$ cat src/rtl/wrr_arbiter.sv
// ---------------------------------------------------------------------------
// wrr_arbiter
//
// Weighted round-robin arbiter feeding one registered valid/ready output slot.
// N requesters compete for a single downstream port. A requester that wins
// keeps the grant for up to its programmed weight, after which priority
// rotates to the next index. A weight of 0 behaves as a weight of 1.
//
// Optional build macro:
//   WRR_LAST_EN - adds the i_last port. Weights then count whole packets
//                 rather than beats, and a packet is never interleaved with
//                 another requester's beats.
//
// Parameters:
//   N  - number of requesters (>= 2)
//   D  - data width per requester
//   WW - weight field width per requester
//
// Ports:
//   i_clk       clock, all state updates on the rising edge
//   i_rst_n     asynchronous active-low reset
//   i_valid     [N]      per-requester valid
//   o_ready     [N]      per-requester ready, at most one bit set
//   i_data      [N*D]    requester k data at [k*D +: D]
//   i_weight    [N*WW]   requester k weight at [k*WW +: WW], sampled at grant
//   i_last      [N]      (WRR_LAST_EN only) final beat of a packet
//   o_valid     downstream valid (registered)
//   i_ready     downstream ready
//   o_data      [D]      downstream data (registered)
//   o_grant_id  [log2N]  index of the requester whose beat is in o_data
// ---------------------------------------------------------------------------
module wrr_arbiter #(
  parameter int N  = 8,
  parameter int D  = 32,
  parameter int WW = 4
) (
  input  logic                 i_clk,
  input  logic                 i_rst_n,
  input  logic [N-1:0]         i_valid,
  output logic [N-1:0]         o_ready,
  input  logic [N*D-1:0]       i_data,
  input  logic [N*WW-1:0]      i_weight,
`ifdef WRR_LAST_EN
  input  logic [N-1:0]         i_last,
`endif
  output logic                 o_valid,
  input  logic                 i_ready,
  output logic [D-1:0]         o_data,
  output logic [$clog2(N)-1:0] o_grant_id
);

  localparam int IW = $clog2(N);

  typedef enum logic {
    UNLOCKED = 1'b0,
    LOCKED   = 1'b1
  } state_t;

  state_t          state_q, state_d;
  logic [IW-1:0]   ptr_q, ptr_d;
  logic [IW-1:0]   gnt_q, gnt_d;
  logic [WW-1:0]   beats_q, beats_d;

  logic            slot_free;
  logic            found;
  logic [IW-1:0]   search_idx;
  logic [IW-1:0]   cand;
  logic [IW-1:0]   cand_next;
  logic            cand_ok;
  logic            xfer;
  logic [WW-1:0]   w_raw;
  logic [WW-1:0]   w_eff;
`ifdef WRR_LAST_EN
  logic            cand_last;
`endif

  // The slot can accept a new beat when it is empty or being drained.
  assign slot_free = !o_valid || i_ready;

  // Rotating priority search starting at ptr. The loop runs from the far end
  // back towards ptr so the last hit written is the one closest to ptr.
  always_comb begin : search
    int            k;
    logic [IW-1:0] kidx;
    found      = 1'b0;
    search_idx = '0;
    k          = 0;
    kidx       = '0;
    for (int i = N - 1; i >= 0; i--) begin
      k = int'(ptr_q) + i;
      if (k >= N) k = k - N;
      kidx = IW'(k);
      if (i_valid[kidx]) begin
        found      = 1'b1;
        search_idx = kidx;
      end
    end
  end

  // While locked the candidate is pinned to the holder. A locked holder
  // that has dropped valid gets nothing, and nobody else is granted in that
  // cycle, so the release happens cleanly before the next search.
  assign cand      = (state_q == LOCKED) ? gnt_q : search_idx;
  assign cand_ok   = (state_q == LOCKED) || found;
  assign cand_next = (cand == IW'(N - 1)) ? '0 : cand + IW'(1);

  // Ready is also held low while reset is asserted so that no beat is
  // advertised to requesters during reset.
  assign xfer = i_rst_n && cand_ok && i_valid[cand] && slot_free;

  always_comb begin
    o_ready       = '0;
    o_ready[cand] = xfer;
  end

  assign w_raw = i_weight[int'(cand)*WW +: WW];
  assign w_eff = (w_raw == '0) ? WW'(1) : w_raw;

`ifdef WRR_LAST_EN
  assign cand_last = i_last[cand];
`endif

  // Lock control. Everything holds while the slot is blocked, so downstream
  // backpressure alone can never end a lock or move the pointer.
  always_comb begin
    state_d = state_q;
    ptr_d   = ptr_q;
    gnt_d   = gnt_q;
    beats_d = beats_q;
    if (slot_free) begin
      case (state_q)
        UNLOCKED: begin
          if (xfer) begin
`ifdef WRR_LAST_EN
            // A packet in progress must stay with its owner, so a non-final
            // beat always locks and the current packet counts towards w.
            if (!cand_last) begin
              state_d = LOCKED;
              gnt_d   = cand;
              beats_d = w_eff;
            end else if (w_eff == WW'(1)) begin
              ptr_d = cand_next;
            end else begin
              state_d = LOCKED;
              gnt_d   = cand;
              beats_d = w_eff - WW'(1);
            end
`else
            if (w_eff == WW'(1)) begin
              ptr_d = cand_next;
            end else begin
              state_d = LOCKED;
              gnt_d   = cand;
              beats_d = w_eff - WW'(1);
            end
`endif
          end
        end
        LOCKED: begin
          if (!i_valid[gnt_q]) begin
            // Holder went idle: forfeit whatever share is left.
            state_d = UNLOCKED;
            ptr_d   = cand_next;
            beats_d = '0;
          end else if (xfer) begin
`ifdef WRR_LAST_EN
            if (cand_last) begin
              if (beats_q == WW'(1)) begin
                state_d = UNLOCKED;
                ptr_d   = cand_next;
                beats_d = '0;
              end else begin
                beats_d = beats_q - WW'(1);
              end
            end
`else
            if (beats_q == WW'(1)) begin
              state_d = UNLOCKED;
              ptr_d   = cand_next;
              beats_d = '0;
            end else begin
              beats_d = beats_q - WW'(1);
            end
`endif
          end
        end
        default: begin
          state_d = UNLOCKED;
        end
      endcase
    end
  end

  // Arbitration state register.
  always_ff @(posedge i_clk or negedge i_rst_n) begin
    if (!i_rst_n) begin
      state_q <= UNLOCKED;
      ptr_q   <= '0;
      gnt_q   <= '0;
      beats_q <= '0;
    end else begin
      state_q <= state_d;
      ptr_q   <= ptr_d;
      gnt_q   <= gnt_d;
      beats_q <= beats_d;
    end
  end

  // Single output register stage. A new beat overwrites the slot whenever
  // it is accepted; otherwise the slot empties once downstream takes it.
  always_ff @(posedge i_clk or negedge i_rst_n) begin
    if (!i_rst_n) begin
      o_valid    <= 1'b0;
      o_data     <= '0;
      o_grant_id <= '0;
    end else if (xfer) begin
      o_valid    <= 1'b1;
      o_data     <= i_data[int'(cand)*D +: D];
      o_grant_id <= cand;
    end else if (i_ready) begin
      o_valid    <= 1'b0;
    end
  end

endmodule

$ cat config.mk
export PLATFORM = sky130hd
export DESIGN_NAME = wrr_arbiter
export DESIGN_NICKNAME = d
export VERILOG_FILES = /design/src/rtl/wrr_arbiter.sv
export SDC_FILE = /design/constraint.sdc
export NUM_CORES = 1
export LEC_CHECK = 0
export BUFFER_PORTS_ARGS = -buffer_cell sky130_fd_sc_hd__buf_2
export CORE_AREA = 2 2 133 135
export CTS_CLUSTER_DIAMETER = 120
export DETAILED_ROUTE_END_ITERATION = 16
export DIE_AREA = 0 0 135 137
export PLACE_DENSITY = 0.67
export SLEW_MARGIN = 25
export SYNTH_ARGS = -nofsm -noshare
export SYNTH_HDL_FRONTEND = slang
export SYNTH_SLANG_ARGS = --single-unit
$ cat constraint.sdc
create_clock -name i_clk -period 6.9 [get_ports i_clk]
set_input_delay 0.345 -clock i_clk [delete_from_list [all_inputs] [get_ports i_clk]]
set_output_delay 0.345 -clock i_clk [all_outputs]
set_load 0.03 [all_outputs]
-- Word level (Yosys, flattened, before mapping)
Cells that the tools add are included.
- bits in registers: 47
- input bits: 299
- output and inout port bits: 44
- logic and storage cells: 138
- add/subtract/negate cells: 18
- magnitude comparators: 19
- equality and inequality tests: 8
- shifts and indexed selects: 2
- mux-type cells: 69
- bitwise logic cells: 3
- reductions and logical operators: 12
- operators with widths (cell ; number):
    $shiftx A256 B9 Y32 ; 1
    $mux W3 ; 23
    $lt A3 B4 Y1 const B ; 10
    $shiftx A32 B6 Y4 ; 1
    $bmux W1 S3 ; 10
    $ge A4 B4 Y1 const B ; 7
    $mux W1 ; 26
    $mux W4 ; 6
    $sub A3 B1 Y3 const B ; 8
    $add A3 B3 Y4 const B ; 4
    $add A3 B2 Y4 const B ; 2
    $and A8 B8 Y8 ; 1
    $eq A4 B1 Y1 const B ; 2
    $pmux W4 S2 ; 1
    $reduce_and A4 Y1 ; 2
    $sub A4 B1 Y4 const B ; 2
    $ne A2 B2 Y1 const B ; 3
    $pmux W3 S2 ; 1
    $reduce_and A5 Y1 ; 1
    $add A3 B1 Y4 const B ; 1
    $ge A3 B4 Y1 const B ; 1
    $logic_and A1 B1 Y1 ; 4
    $logic_not A4 Y1 ; 1
    $add A3 B1 Y3 const B ; 1
    other kinds (10) ; 12

-- Depth between registers and ports, before layout
- word-level depth: 21
- gate-level depth with buffers: 24
- mapped depth without buffers: 18

-- Worst setup path before layout
No wires, ideal clock.
- kind: reg2out
- from: register ptr_q[1]
- to: output o_ready[2]
- arrival time: 4.830 ns
- data required time: 6.555 ns
- setup slack: 1.725 ns
- stages on the path, launching flop included: 20
- buffers on the path: 7
- path through: dfrtp_1 > buf_2 > clkbuf_1 > inv_1 > ha_1 > clkbuf_1 > buf_4 > mux4_2 > a221oi_1 > a2bb2oi_2 > o21ai_2 > o31a_1 > buf_6 > clkinv_8 > mux2i_1 > a22oi_2 > nand3_4 > buf_2 > buf_2 > nor4_1
- word-level cells in the longest chain between the ends: 19
- elaborated cells on any way between the ends: 76
- those cells by class: add/sub: 15; order compare: 10; mux: 45; bitwise: 1; reduce/logical: 5
- ends and longest elaborated chain (item ; line ; RTL):
    start, declared ; 60 ; logic [IW-1:0] ptr_q, ptr_d;
    start signal, assigned ; 203 ; ptr_q <= ptr_d;
    $add A3 B3 Y4 ; 90 ; k = int'(ptr_q) + i;
    $ge A4 B4 Y1 or $sub A3 B1 Y3 (tied branches) ; 91 ; if (k >= N) k = k - N;
    $mux W3 ; 91 ;
    $bmux W1 S3 ; 93 ; if (i_valid[kidx]) begin
    $mux W1 (not written as such) ; 93 ;
    $mux W3 (8 in a row) ; 93 ;
    $mux W3 ; 103 ; assign cand = (state_q == LOCKED) ? gnt_q : search_idx;
    $lt A3 B4 Y1 (not written as such), or another cell as far along ; 113 ; o_ready[cand] = xfer;
    $logic_and A1 B1 Y1 (not written as such) or $mux W1 (tied branches) ; 113, 109 ;
    $mux W1 (not written as such) or $logic_and A1 B1 Y1 (tied branches) ; 113, 109 ;
    $demux W1 S3 or $logic_and A1 B1 Y1 (tied branches) ; 113, 109 ;
    $and A8 B8 Y8 (no source line) * ; -- ;
    end, declared ; 40 ; output logic [N-1:0] o_ready,
Every way passes the cells marked *; elsewhere a longest branch is shown, timed or not. The select of a mux whose other input is x is not followed.

-- Final worst setup path
- from: register ptr_q[1]
- to: register beats_q[0]
- word-level cells in the longest chain between the ends: 21
- elaborated cells on any way between the ends: 82
- those cells by class: add/sub: 16; order compare: 8; eq/ne: 4; shift: 1; mux: 47; reduce/logical: 6
- ends and longest elaborated chain (item ; line ; RTL):
    $add A3 B3 Y4 ; 90 ;
    $ge A4 B4 Y1 or $sub A3 B1 Y3 (tied branches) ; 91 ;
    $mux W3 ; 91 ;
    $bmux W1 S3 ; 93 ;
    $mux W1 (not written as such) ; 93 ;
    $mux W3 (8 in a row) ; 93 ;
    $mux W3 ; 103 ;
    $shiftx A32 B6 Y4 ; 116 ; assign w_raw = i_weight[int'(cand)*WW +: WW];
    $logic_not A4 Y1 ; 117 ; assign w_eff = (w_raw == '0) ? WW'(1) : w_raw;
    $mux W4 ; 117 ;
    $sub A4 B1 Y4 ; 154 ; beats_d = w_eff - WW'(1);
    $mux W4 ; 149 ; if (w_eff == WW'(1)) begin
    $mux W4 ; 133 ; if (xfer) begin
    $pmux W4 S2 ; 131 ; case (state_q)
    end signal, assigned ; 205 ; beats_q <= beats_d;
    end, declared ; 62 ; logic [WW-1:0] beats_q, beats_d;
Several ways; a longest one is shown, not always the timed one. The select of a mux whose other input is x is not followed.
A chain may end at the register's enable or synchronous reset.

==> impl_results.md <==
* CTS tree: yes
* Area growth from synthesis to layout at 31.18%
* GR Overflow Total at 0
* Multi-input logic area at 4488 um^2
* Post-Synth Simple-Gate Area at 0.3370
* Initial DRC count at 631
* Gate Count Post-Synth at 876
* CP Capture Type: flip-flop
* Yosys top cell by area: nand2_1
* Root Buffer: clkbuf_16
* Fmax at 165.2 MHz
* Worst skew pair latency at 0.30 ns
* Worst reg2reg path endpoint: beats_q[0]
* DRT antenna net count at 0
* Maximum clock path buffer count at 2
* Worst R2R Setup Slack at 0.85 ns
* Placed wire-length estimate at 18960 um
* Final setup skew at 0.004484 ns
* Total CTS buffers at 5
* Setup TNS Final at 0 ns
* Hold/Removal Path Class: input pin to asynchronous set/reset pin
* Global placer's final weighted congestion at 0.9477
* Post-synth ARST share at 1.000
* Mapped Avg Cell Area at 6.930 um^2
* Chip height at 137 um
* Post-synth top area share at 0.1941
* WS Path Type: flip-flop to flip-flop
* Die Wd at 135 um
* Critical R2R Launch: ptr_q[1]
* Final Critical Period at 6.052 ns
* First-pass GRT wire length at 37090 um
* Initial Util at 0.3559
* Post-CTS sizing at 0
* Vias in the first global route at 6881
* Clock Sinks at 47
* Max-cap violations at 0
* Fraction of layout cells with a size suffix above 1 at 0.3583
* EDFF count, synth at 0
* Total Routing Usage GR at 0.2548
* Top-count cell post-synth: nand2_1
* Status: finished clean
* CP Buf/Inv Count at 3
* Via count at 7636
* Initial antenna violation count at 2
* H-Tree Depth at 2
* Met3 WL at 1895 um
* Largest net degree at the start of global routing at 92
* Vias/cell at 5.505
* DR pass1 iterations at 5
* Normalized max-slew margin at 0.4717
* Ys flop type: dfrtp_1
* CP startpoint kind: flip-flop
* Post-Syn Area at 6071 um^2
* Setup Viol. Count Final at 0
* Filler cells at 1799
* Post-Layout Cell Count at 1387
* Xor-xnor portion of the synthesized cell area at 0.007214
* Cells after DPL at 1378
* Routed wire per std cell at 17.94 um
* Register Area at 1176 um^2
* Crit path required time at 7.09 ns
* Die ar. at 18500 um^2
* Post-synthesis sequential area ratio at 0.1937
* Largest family of logic cells by synthesized area: simple AND/OR/NAND/NOR gates
* Final Cycle Share at 0.8771
* Core box area at 17060 um^2
* Final nets at 1467
* Post-synth top cells: nand2_1, and3_1, dfrtp_1, clkbuf_1, mux2i_1
* Compound-Gate Fraction of Synth Area at 0.2133
* Met1 WL at 9979 um
* Delay of the slowest critical-path stage at 0.77 ns
* Crit path max fanout at 18
* YS warnings at 0
* Critical path's slowest cell: dfrtp_1
* Count of cell types in the netlist at 67
* Max Slew Vio Count at 0
* Final core occ at 0.4669
* Post-Synth Adder-Cell Area at 0.01649
* FF-to-FF path depth at 17
* RSZ-0062 raised after global routing: false
* Hold Violations, Final at 0
* Post-route DRC at 0
* Crit-path leading delay family: compound AO/OA/AOI/OAI gates
* Met2 routed wirelength at 12190 um
* Setup Buffers After CTS at 0
* Highest layer used for signal routing: met5
* Post-Route WL at 24880 um
* Ports at 343
* Worst-margin pin slew at 0.7924 ns
* Post-cts hold buffer count at 0
* Clock transition at path regs at 0.07 ns
* CP arrival at 6.24 ns
* Post-Syn Nets at 1183
* FF+latch count, synth at 47
* Multiplexer area fraction after synthesis at 0.1636
* Standard-cell rows at 48
* Synth top area cells: nand2_1, dfrtp_1, mux2i_1
* I/O Buffers at 342
* Critical Path, Cell by Cell: inv_1, ha_1, mux2_2, mux4_2, o32ai_1, a211o_1, nand4_1, clkinv_2, o21ai_0, o32ai_1, a221oi_1, a31oi_1, inv_1, ha_1, and2_1, a32oi_4, mux2_2
==> per-layer routing <==
metal  vias up  track usage
met5         -            0
met4         2      0.09433
met3        48      0.04333
met2       346       0.4295
met1      3535       0.3278
li1       3705            -
==> how the worst max path moves through the flow <==
stage,startpoint,to,slack [ns],depth (start not counted)
6_report,ptr_q[1],beats_q[0],0.85,17
5_1_grt,ptr_q[1],beats_q[0],0.47,16
4_1_cts,ptr_q[1],beats_q[0],0.97,17
3_5_place_dp,ptr_q[1],beats_q[0],1.01,16
3_3_place_gp,ptr_q[1],beats_q[0],1.08,16
2_1_floorplan,ptr_q[1],o_ready[2],1.73,19
==> cells by family after synthesis <==
kind of cell               Yosys count
AOI/OAI and AO/OA                  185
xor gates and xnor gates             5
adders and majority gates            8
buffers and inverters               93
DFF                                 47
muxes                               77
and+or+nand+nor                    461
==> metrics by stage <==
stage	cell area, um^2	setup WS, ns	hold WS, ns
detailed placement	7814	1.005	0.4685
finish	7964	0.8480	0.1591
global placement	7814	1.085	0.4571
global route	7964	0.4738	0.2339
floorplan	6071	1.725	0.04941
CTS	7958	0.9734	0.2038
==> registers in the layout (all words and copies together) (netlist names) <==
register / cells
gnt_q: 3
ptr_q: 3
o_grant_id: 3
beats_q: 4
state_q: 1
o_data: 32
o_valid: 1
==> cell type report <==
class	count	share of cell area
multi-input cells	736	0.5635
repair buffers	353	0.2253
flip-flops and latches	47	0.1477
well taps	225	0.03535
clock buffers	5	0.01571
inverters	17	0.009741
clock inverters	3	0.002357
diodes	1	0.0003142
==> cell usage in the layout (no fill, tap or decap), types with 16 or more instances in the layout <==
| master | synthesis | final |
|---|---|---|
| and3_1 | 52 | 52 |
| nand2_1 | 314 | 314 |
| o21ai_0 | 41 | 41 |
| mux2i_1 | 43 | 43 |
| dfrtp_1 | 47 | 47 |
| buf_2 | 23 | 342 |
| a21oi_1 | 30 | 30 |
| mux4_2 | 16 | 16 |
| nand3_1 | 34 | 34 |
| mux2_2 | 18 | 18 |
| a311oi_1 | 34 | 34 |
| a31oi_1 | 35 | 35 |
Power is not shown: default switching activity piles up to over one toggle a cycle in this logic, so the estimate is an artifact.
